### src/rtl/register_def_pkg.sv
// register_def_pkg: shared definitions for the register_def storage cell.
//   DEFAULT_WIDTH    : default data width of register_def.
//   PARITY_MAX_WIDTH : widest vector the parity helper accepts. Callers
//                      zero-extend narrower vectors, which leaves parity unchanged.
//   even_parity()    : even-parity bit of a vector. It is the XOR of all bits,
//                      so data plus this bit always holds an even number of ones.
package register_def_pkg;

  localparam int DEFAULT_WIDTH    = 8;
  localparam int PARITY_MAX_WIDTH = 256;

  function automatic logic even_parity(input logic [PARITY_MAX_WIDTH-1:0] vec);
    even_parity = ^vec;
  endfunction

endpackage

### src/rtl/register_def_bit.sv
// register_def_bit: one-bit storage cell of register_def.
//   clk   : rising-edge clock
//   rst_L : synchronous reset, active-high despite its name; loads def
//   d     : data bit, loaded when en=1 and the cell is not in reset
//   en    : load enable, active-high
//   def   : default bit, loaded on reset edges
//   q     : registered contents
// Reset has priority over en. Otherwise the cell holds its value.
module register_def_bit (
  input  logic clk,
  input  logic rst_L,
  input  logic d,
  input  logic en,
  input  logic def,
  output logic q
);

  logic q_r;

  // Update the stored bit: reset loads the default, enable loads data, else hold.
  always_ff @(posedge clk) begin
    if (rst_L) begin
      q_r <= def;
    end else if (en) begin
      q_r <= d;
    end else begin
      q_r <= q_r;
    end
  end

  assign q = q_r;

endmodule

### src/rtl/register_def.sv
// register_def: WIDTH-bit storage register with a per-instance default value.
// It is the byte cell of the memory model: def comes from the memory image,
// and D is tied to the shared data bus.
//   clk        : rising-edge clock, the only clock
//   rst_L      : synchronous reset, active-high despite the _L suffix; Q <= def
//   D          : data to load; X/Z from a floating bus are captured unchanged
//   en         : load enable, active-high; Q <= D when not in reset
//   def        : default value, sampled only on reset edges
//   Q          : registered contents, one-cycle latency, no combinational path
//   parity_err : only present when REGISTER_DEF_PARITY_EN is defined.
//                Combinational flag, 1 when the parity of Q differs from the
//                parity bit stored with the last reset or load.
// Optional build macro: REGISTER_DEF_PARITY_EN. It adds the stored even-parity
// bit and the parity_err port.
// WIDTH must be 1 or more. With parity enabled, WIDTH must also be at most
// PARITY_MAX_WIDTH.
module register_def
  import register_def_pkg::*;
#(
  parameter int WIDTH = DEFAULT_WIDTH
) (
  input  logic             clk,
  input  logic             rst_L,
  input  logic [WIDTH-1:0] D,
  input  logic             en,
  input  logic [WIDTH-1:0] def,
  output logic [WIDTH-1:0] Q
`ifdef REGISTER_DEF_PARITY_EN
  ,
  output logic             parity_err
`endif
);

  logic [WIDTH-1:0] q_s;

  // One storage cell per bit. Each cell applies the reset/enable priority itself.
  for (genvar i = 0; i < WIDTH; i++) begin : g_bits
    register_def_bit u_bit (
      .clk   (clk),
      .rst_L (rst_L),
      .d     (D[i]),
      .en    (en),
      .def   (def[i]),
      .q     (q_s[i])
    );
  end

  assign Q = q_s;

`ifdef REGISTER_DEF_PARITY_EN
  logic [PARITY_MAX_WIDTH-1:0] def_ext_s;
  logic [PARITY_MAX_WIDTH-1:0] d_ext_s;
  logic [PARITY_MAX_WIDTH-1:0] q_ext_s;
  logic                        par_r;

  // Zero-extend the data vectors to the width the shared parity helper accepts.
  always_comb begin
    def_ext_s            = '0;
    d_ext_s              = '0;
    q_ext_s              = '0;
    def_ext_s[WIDTH-1:0] = def;
    d_ext_s[WIDTH-1:0]   = D;
    q_ext_s[WIDTH-1:0]   = q_s;
  end

  // Store the parity of whatever the cells capture on the same edge.
  always_ff @(posedge clk) begin
    if (rst_L) begin
      par_r <= even_parity(def_ext_s);
    end else if (en) begin
      par_r <= even_parity(d_ext_s);
    end else begin
      par_r <= par_r;
    end
  end

  // Recompute the parity from the live contents, so a flipped storage bit shows up at once.
  assign parity_err = (even_parity(q_ext_s) != par_r);
`endif

endmodule

### config.mk
export PLATFORM = sky130hd
export DESIGN_NAME = register_def
export DESIGN_NICKNAME = d
export VERILOG_FILES = /design/src/rtl/register_def_pkg.sv /design/src/rtl/register_def_bit.sv /design/src/rtl/register_def.sv
export SDC_FILE = /design/constraint.sdc
export NUM_CORES = 1
export LEC_CHECK = 0
export ABC_AREA = 0
export BUFFER_PORTS_ARGS = -buffer_cell sky130_fd_sc_hd__buf_2
export CORE_AREA = 2 2 39 41
export DETAILED_ROUTE_END_ITERATION = 8
export DIE_AREA = 0 0 41 43
export PLACE_DENSITY = 0.71
export SYNTH_ARGS = -nofsm -noshare
export SYNTH_HDL_FRONTEND = slang
export SYNTH_SLANG_ARGS = --single-unit
### constraint.sdc
create_clock -name clk -period 0.8 [get_ports clk]
set_clock_uncertainty 0.05 [all_clocks]
set_input_delay 0.04 -clock clk [delete_from_list [all_inputs] [get_ports clk]]
set_output_delay 0.04 -clock clk [all_outputs]
set_load 0.005 [all_outputs]
After elaboration in Yosys (flattened, before gate mapping):

Cells that the tools add are included.

* output and inout bits: 8
* bits in registers: 8
* input bits: 19

* mux-type cells: 16
* reduce and logical (&&, ||, !) cells: 1

Operators with widths (number)
* $mux 1: 16
* $reduce_bool 2->1: 1

Longest topological paths before layout:

Gate-level depths: netlist (run 1).

* depth after elaboration: 2
* mapped depth: 2
* mapped depth without buffers: 1

Hierarchy:

A second synthesis (run 1) with hierarchy kept.

* cells, all modules: 24
* area, all modules: 410.4 sq um

By module, submodules not included
* register_def_bit: instances 8, cells an instance 3, seq. area each 30.0 sq um, area each 51.3 sq um

Worst setup path before layout (run 1):

No wires, ideal clock.

* path type: in2reg
* start point: input port rst_L
* end point: register g_bits[0].u_bit.q_r, enable pin
* arrival: 491 ps
* stages: 2
* slack: -24 ps
* cells stage by stage: buf_6 or2_1

* cells in the longest elaborated chain, start to end: 1

RTL lines
* start, declared: line register_def.sv:23 `input logic rst_L,`
* $reduce_bool 2->1 (no line)
* end signal, assigned: line register_def_bit.sv:27 `q_r <= q_r;`
* end, declared: line register_def_bit.sv:18 `logic q_r;`

No other way between the ends.
A chain may end at the register's enable or synchronous reset.

Worst setup path after layout (run 1):

* start point: register g_bits[7].u_bit.q_r
* end point: output port Q[7]

RTL lines
* start, declared: line register_def_bit.sv:18
* start signal, assigned: line register_def_bit.sv:27
* end, declared: line register_def.sv:27 `output logic [WIDTH-1:0] Q`

No word-level cell between the ends.

==> reports/results.ini, run 1 <==
[logic_synthesis]
synth_nets = 45
yosysTopAreaCell = edfxtp_1
synth_cell_type_count = 5
synthAdderAreaFrac = 0
synth-seq-cells = 8
ys_warn_count = 0
synth_xor_area_frac = 0
synth.avg_cell_area_um2 = 16.8
seq_area_frac_synth = 0.549
synth_simple_gate_area_frac = 0.0143
netlist_instances = 26
synth_top_family_by_area = multiplexers
synth_mux_area_frac = 0.274
synth.area.top_cells = edfxtp_1 55%, mux2_4 27%, buf_4 14%, buf_6 2.6%, or2_1 1.4%
synth_compound_area_frac = 0
synth_top_area_share = 0.549
netlist_area_um2 = 438

[routing]
dr.first_iter.drc_count = 0
routedWlPerCell_um = 10.5
detail-route-antenna-nets = 0
route.detailed.drc = 0
vias = 253
vias_per_cell = 4.08
finalWirelength_um = 654
dr.pass1.iters = 1

[clock_network]
clockBufferDepth = 2
htree_levels = 1
cts_resized = 0
cts_buffers = 3
cts_setup_buffers = 0
clock_sinks = 8
root_buffer = clkbuf_4
path_clk_slew_ps = 50
cts_tree = built
hold_buffers = 0

[critical_path]
start_kind = flop
slowest_delay_ps = 360
cp.required_ps = 710
cp-end-kind = primary output
arrival_ps = 750
crit_chain = buf_2
worst-path-buf-inv = 1
worstPathMaxFanout = 1
cp_slowest_cell = edfxtp_1
crit_family = flip-flops
crit_type = flop to primary output

[timing]
finalMaxSlewViolations = 0
hold_viol_final = 0
tightest_slew_ps = 264
fmax_mhz = 1200
fin_crit_ps = 836
period_share = 1.05
fin_ws_ps = -36.2
rsz0062_at_grt = true
slew_headroom = 0.824
tns_ps = -152
setup_viol = 8

[final_layout]
area_growth_syn_to_layout_pct = 23.7
nNetsFinal = 67
largest_register_ffs = 8
final_common_cell = buf_2
antenna_cells = 0
layout_common_cells = 26 x buf_2, 8 x mux2_4, 8 x edfxtp_1
num-fill-cells = 138
stdcell_area_um2 = 542
fin_util = 0.392
drive_gt1_frac = 0.826

[place]
numPortBuffers = 26
routabilityCongestion = 0.683
postPlaceCellArea_um2 = 519

[power_and_ir_drop]
p_leak_nw = 0.267
ir_drop_mv = 0.557
p_per_area_nw_per_um2 = 1820

[min_path]
min_path_type = input port to flop

[grt]
grt_pass1_vias = 248
grt_pass1_wl_um = 1000
track_usage = 0.0968
grt_max_degree = 10
antenna_found_initial = 0
grt_overflow_total = 0

[floorplanning]
fp.dieH_um = 43
io-pin-count = 27
core_area_um2 = 1380
rows = 14
die_w_um = 41
initial_core_util = 0.316
die-area_um2 = 1760

[job]
drv_cap = 0

[outcome]
status = finished, violations left
violations = setup timing

layer usage:
layer | vias to the layer above | share of wire | GRT usage
met1 | 111 | 0.37 | 0.105
met5 | - | 0 | 0
met3 | 0 | 0.12 | 0.0314
li1 | 126 | - | -
met2 | 16 | 0.51 | 0.116
met4 | 0 | 0 | 0.140
cells by family after synthesis:
kind of cell	count (synthesis)
buffers and inverters	9
multiplexers	8
AND/OR/NAND/NOR	1
flip-flops	8
cell type report:
type                            instances  area [um2]  area share
Tap cell                               16        20.0      0.0370
Clock buffer                            3        22.5      0.0416
Timing Repair Buffer                   26         130       0.240
Multi-Input combinational cell          9         129       0.238
Sequential cell                         8         240       0.443
final timing paths:
kind	from	endpoint	slack (ps)	cells past startpoint
worst max-delay path	g_bits[7].u_bit.q$_DFFE_PP_	Q[7]	-40	1
worst min-delay path	D[5]	g_bits[5].u_bit.q$_DFFE_PP_	40	2
power breakdown:
| group | switching [W] | leakage [nW] | total (W) | internal [W] |
|---|---|---|---|---|
| clock | 0.000127 | 0.0138 | 0.000298 | 0.000171 |
| combinational | 0.0000575 | 0.171 | 0.000167 | 0.000109 |
| sequential | 0.00000931 | 0.0815 | 0.000525 | 0.000515 |
Yosys cell counts:
master,n
or2_1,1
buf_6,1
buf_4,8
edfxtp_1,8
mux2_4,8
per-stage QoR:
stage          instances  setup slack, ps  hold WS [ps]  power, W
6_report              62            -36.2          40.1  0.000989
5_1_grt               62            -66.2          42.0   0.00103
4_1_cts               62            -52.4          37.4   0.00100
3_5_place_dp          59             -129           294  0.000702
3_3_place_gp          59             -115           291  0.000700
2_1_floorplan         26             28.9           207  0.000674
No activity file was read; power rests on OpenSTA's default activity.
==> run 2: changes to the inputs <==
- PLACE_DENSITY: 0.71 -> 0.69
- SYNTH_HIERARCHICAL: not set -> 1
==> run 2 against run 1 <==
  * The run still ends with setup timing left
  * Area after synthesis decreased by 6.3%
  * Sequential power hardly changed
  * Critical path depth is the same
  * Count of clock-buffer cells in the layout stayed put
  * Die area unchanged
  * Combinational power grew 9%
  * Setup slack gained 17 ps
  * Utilization increased by 3.0 points
  * Critical path type unchanged
  * Largest cell class unchanged
==> reports/results.ini, run 2 <==
[clock_network]
cts_buffers = 3  ; unchanged
cts_tree = built  ; unchanged
cts_resized = 0  ; unchanged
htree_levels = 1  ; unchanged
path_clk_slew_ps = 50  ; about the same
root_buffer = clkbuf_4  ; unchanged
clock_sinks = 8  ; unchanged
clockBufferDepth = 2  ; unchanged

[grt]
track_usage = 0.0815  ; was 0.0968
antenna_found_initial = 0  ; unchanged
grt_pass1_wl_um = 966  ; was 1000 um
grt_overflow_total = 0  ; unchanged
grt_pass1_vias = 235  ; was 248
grt_max_degree = 17  ; was 10

[critical_path]
cp.required_ps = 710  ; about the same
cp_slowest_cell = edfxtp_1  ; unchanged
cp-end-kind = primary output  ; unchanged
start_kind = flop  ; unchanged
worst-path-buf-inv = 1  ; unchanged
worstPathMaxFanout = 1  ; unchanged
slowest_delay_ps = 360  ; about the same
crit_chain = buf_2  ; unchanged
crit_type = flop to primary output  ; unchanged
arrival_ps = 730  ; was 750 ps
crit_family = flip-flops  ; unchanged

[logic_synthesis]
seq_area_frac_synth = 0.585  ; was 0.549
ys_top_cells_by_count = 8 x edfxtp_1, 8 x mux2_4, 8 x or2_2  ; was 8 x buf_4, 8 x edfxtp_1, 8 x mux2_4
synth_edf_count = 8  ; unchanged
synth.area.top_cells = edfxtp_1 59%, mux2_4 29%, or2_2 12%  ; was edfxtp_1 55%, mux2_4 27%, buf_4 14%, buf_6 2.6%, or2_1 1.4%
ys_warn_count = 6  ; was 0
netlist_instances = 24  ; was 26
synth.avg_cell_area_um2 = 17.1  ; was 16.8 um2
synth-seq-cells = 8  ; unchanged
synth_nets = 43  ; was 45
synth_cell_type_count = 3  ; was 5
async_flop_share = 0  ; unchanged
yosysTopAreaCell = edfxtp_1  ; unchanged
synth_top_flop_cell = edfxtp_1  ; unchanged
synth_top_area_share = 0.585  ; was 0.549
netlist_area_um2 = 410  ; was 438 um2

[final_layout]
drive_gt1_frac = 0.849  ; was 0.826
final_common_cell = buf_2  ; unchanged
nNetsFinal = 74  ; was 67
largest_register_ffs = 8  ; unchanged
antenna_cells = 0  ; unchanged
layout_common_cells = 26 x buf_2, 8 x or2_2, 8 x mux2_4, 8 x edfxtp_1, 3 x clkbuf_4  ; was 26 x buf_2, 8 x mux2_4, 8 x edfxtp_1
stdcell_area_um2 = 583  ; was 542 um2
fin_util = 0.421  ; was 0.392
num-fill-cells = 144  ; was 138
area_growth_syn_to_layout_pct = 42.1  ; was 23.7%

[floorplanning]
die-area_um2 = 1760  ; unchanged
fp.dieH_um = 43  ; unchanged
die_w_um = 41  ; unchanged
initial_core_util = 0.297  ; was 0.316
io-pin-count = 27  ; unchanged
rows = 14  ; unchanged
core_area_um2 = 1380  ; unchanged

[timing]
tightest_slew_ps = 333  ; was 264 ps
setup_viol = 8  ; unchanged
slew_headroom = 0.778  ; was 0.824
fin_ws_ps = -19.5  ; was -36.2 ps
fmax_mhz = 1220  ; was 1200 MHz
rsz0062_at_grt = true  ; unchanged
fin_crit_ps = 820  ; was 836 ps
period_share = 1.02  ; was 1.05
finalMaxSlewViolations = 0  ; unchanged
hold_viol_final = 0  ; unchanged
hold_ws_ps = 46.0  ; was 40.1 ps

[job]
drv_cap = 0  ; unchanged

[outcome]
violations = setup timing  ; unchanged
status = finished, violations left  ; unchanged

[power_and_ir_drop]
p_leak_nw = 0.283  ; was 0.267 nW
ir_drop_mv = 0.909  ; was 0.557 mV
p_per_area_nw_per_um2 = 1710  ; was 1820 nW/um2

[place]
post-place-ws_ps = -179  ; was -129 ps
routabilityCongestion = 0.620  ; was 0.683
postPlaceCellArea_um2 = 561  ; was 519 um2
numPortBuffers = 26  ; unchanged

[routing]
dr.first_iter.drc_count = 12  ; was 0
vias_per_cell = 4.09  ; was 4.08
finalWirelength_um = 639  ; was 654 um
vias = 282  ; was 253
routedWlPerCell_um = 9.26  ; was 10.5 um
dr.pass1.iters = 4  ; was 1
detail-route-antenna-nets = 0  ; unchanged
route.detailed.drc = 0  ; unchanged

[min_path]
min_path_type = input port to flop  ; unchanged

## run 2: kinds of logic (layout without fill, tap and decap cells)
family	Yosys count	in the layout	synth area share
flip-flops	8	8	0.585
buffers and inverters	0	29	0
multiplexers	8	8	0.293
AND/OR/NAND/NOR	8	8	0.122
## run 2: layout make-up
| class | instances | area [um2] | share of cell area |
|---|---|---|---|
| Sequential cell | 8 | 240 | 0.412 |
| Multi-Input combinational cell | 16 | 170 | 0.292 |
| Timing Repair Buffer | 26 | 130 | 0.223 |
| Clock buffer | 3 | 22.5 | 0.0386 |
| Tap cell | 16 | 20.0 | 0.0343 |
## run 2: per-layer routing
metal / share of wire / global-route usage
met5: 0 / 0
met4: 0.022 / 0.0600
met3: 0.10 / 0.0209
met2: 0.45 / 0.113
met1: 0.42 / 0.105
## run 2: stage by stage
stage                     power (W)  instances  setup TNS (ps)
after floorplan            0.000613         24               0
after global placement     0.000713         66           -1770
after detailed placement   0.000716         66           -1910
after CTS                   0.00101         69            -126
after global routing        0.00105         69            -345
final                       0.00100         69           -62.3
## run 2: repair_timing
action / in CTS / in global routing
setup endpoints to repair: 8 / 8
hold buffers: 0 / 0
setup buffers: 0 / 0
## run 2: power by group
part	internal [W]	total (W)	leakage, nW	switching (W)
Sequential	0.000515	0.000523	0.0815	0.00000784
Combinational	0.000119	0.000182	0.187	0.0000629
Clock	0.000171	0.000296	0.0138	0.000125
Total	0.000804	0.00100	0.283	0.000195
## run 2: worst paths after layout
kind  slack (ps)                     endpoint                        start  cells after the start
max          -20                         Q[7]  g_bits[7].u_bit/q$_DFFE_PP_                      1
min           50  g_bits[2].u_bit/q$_DFFE_PP_                       def[2]                      2
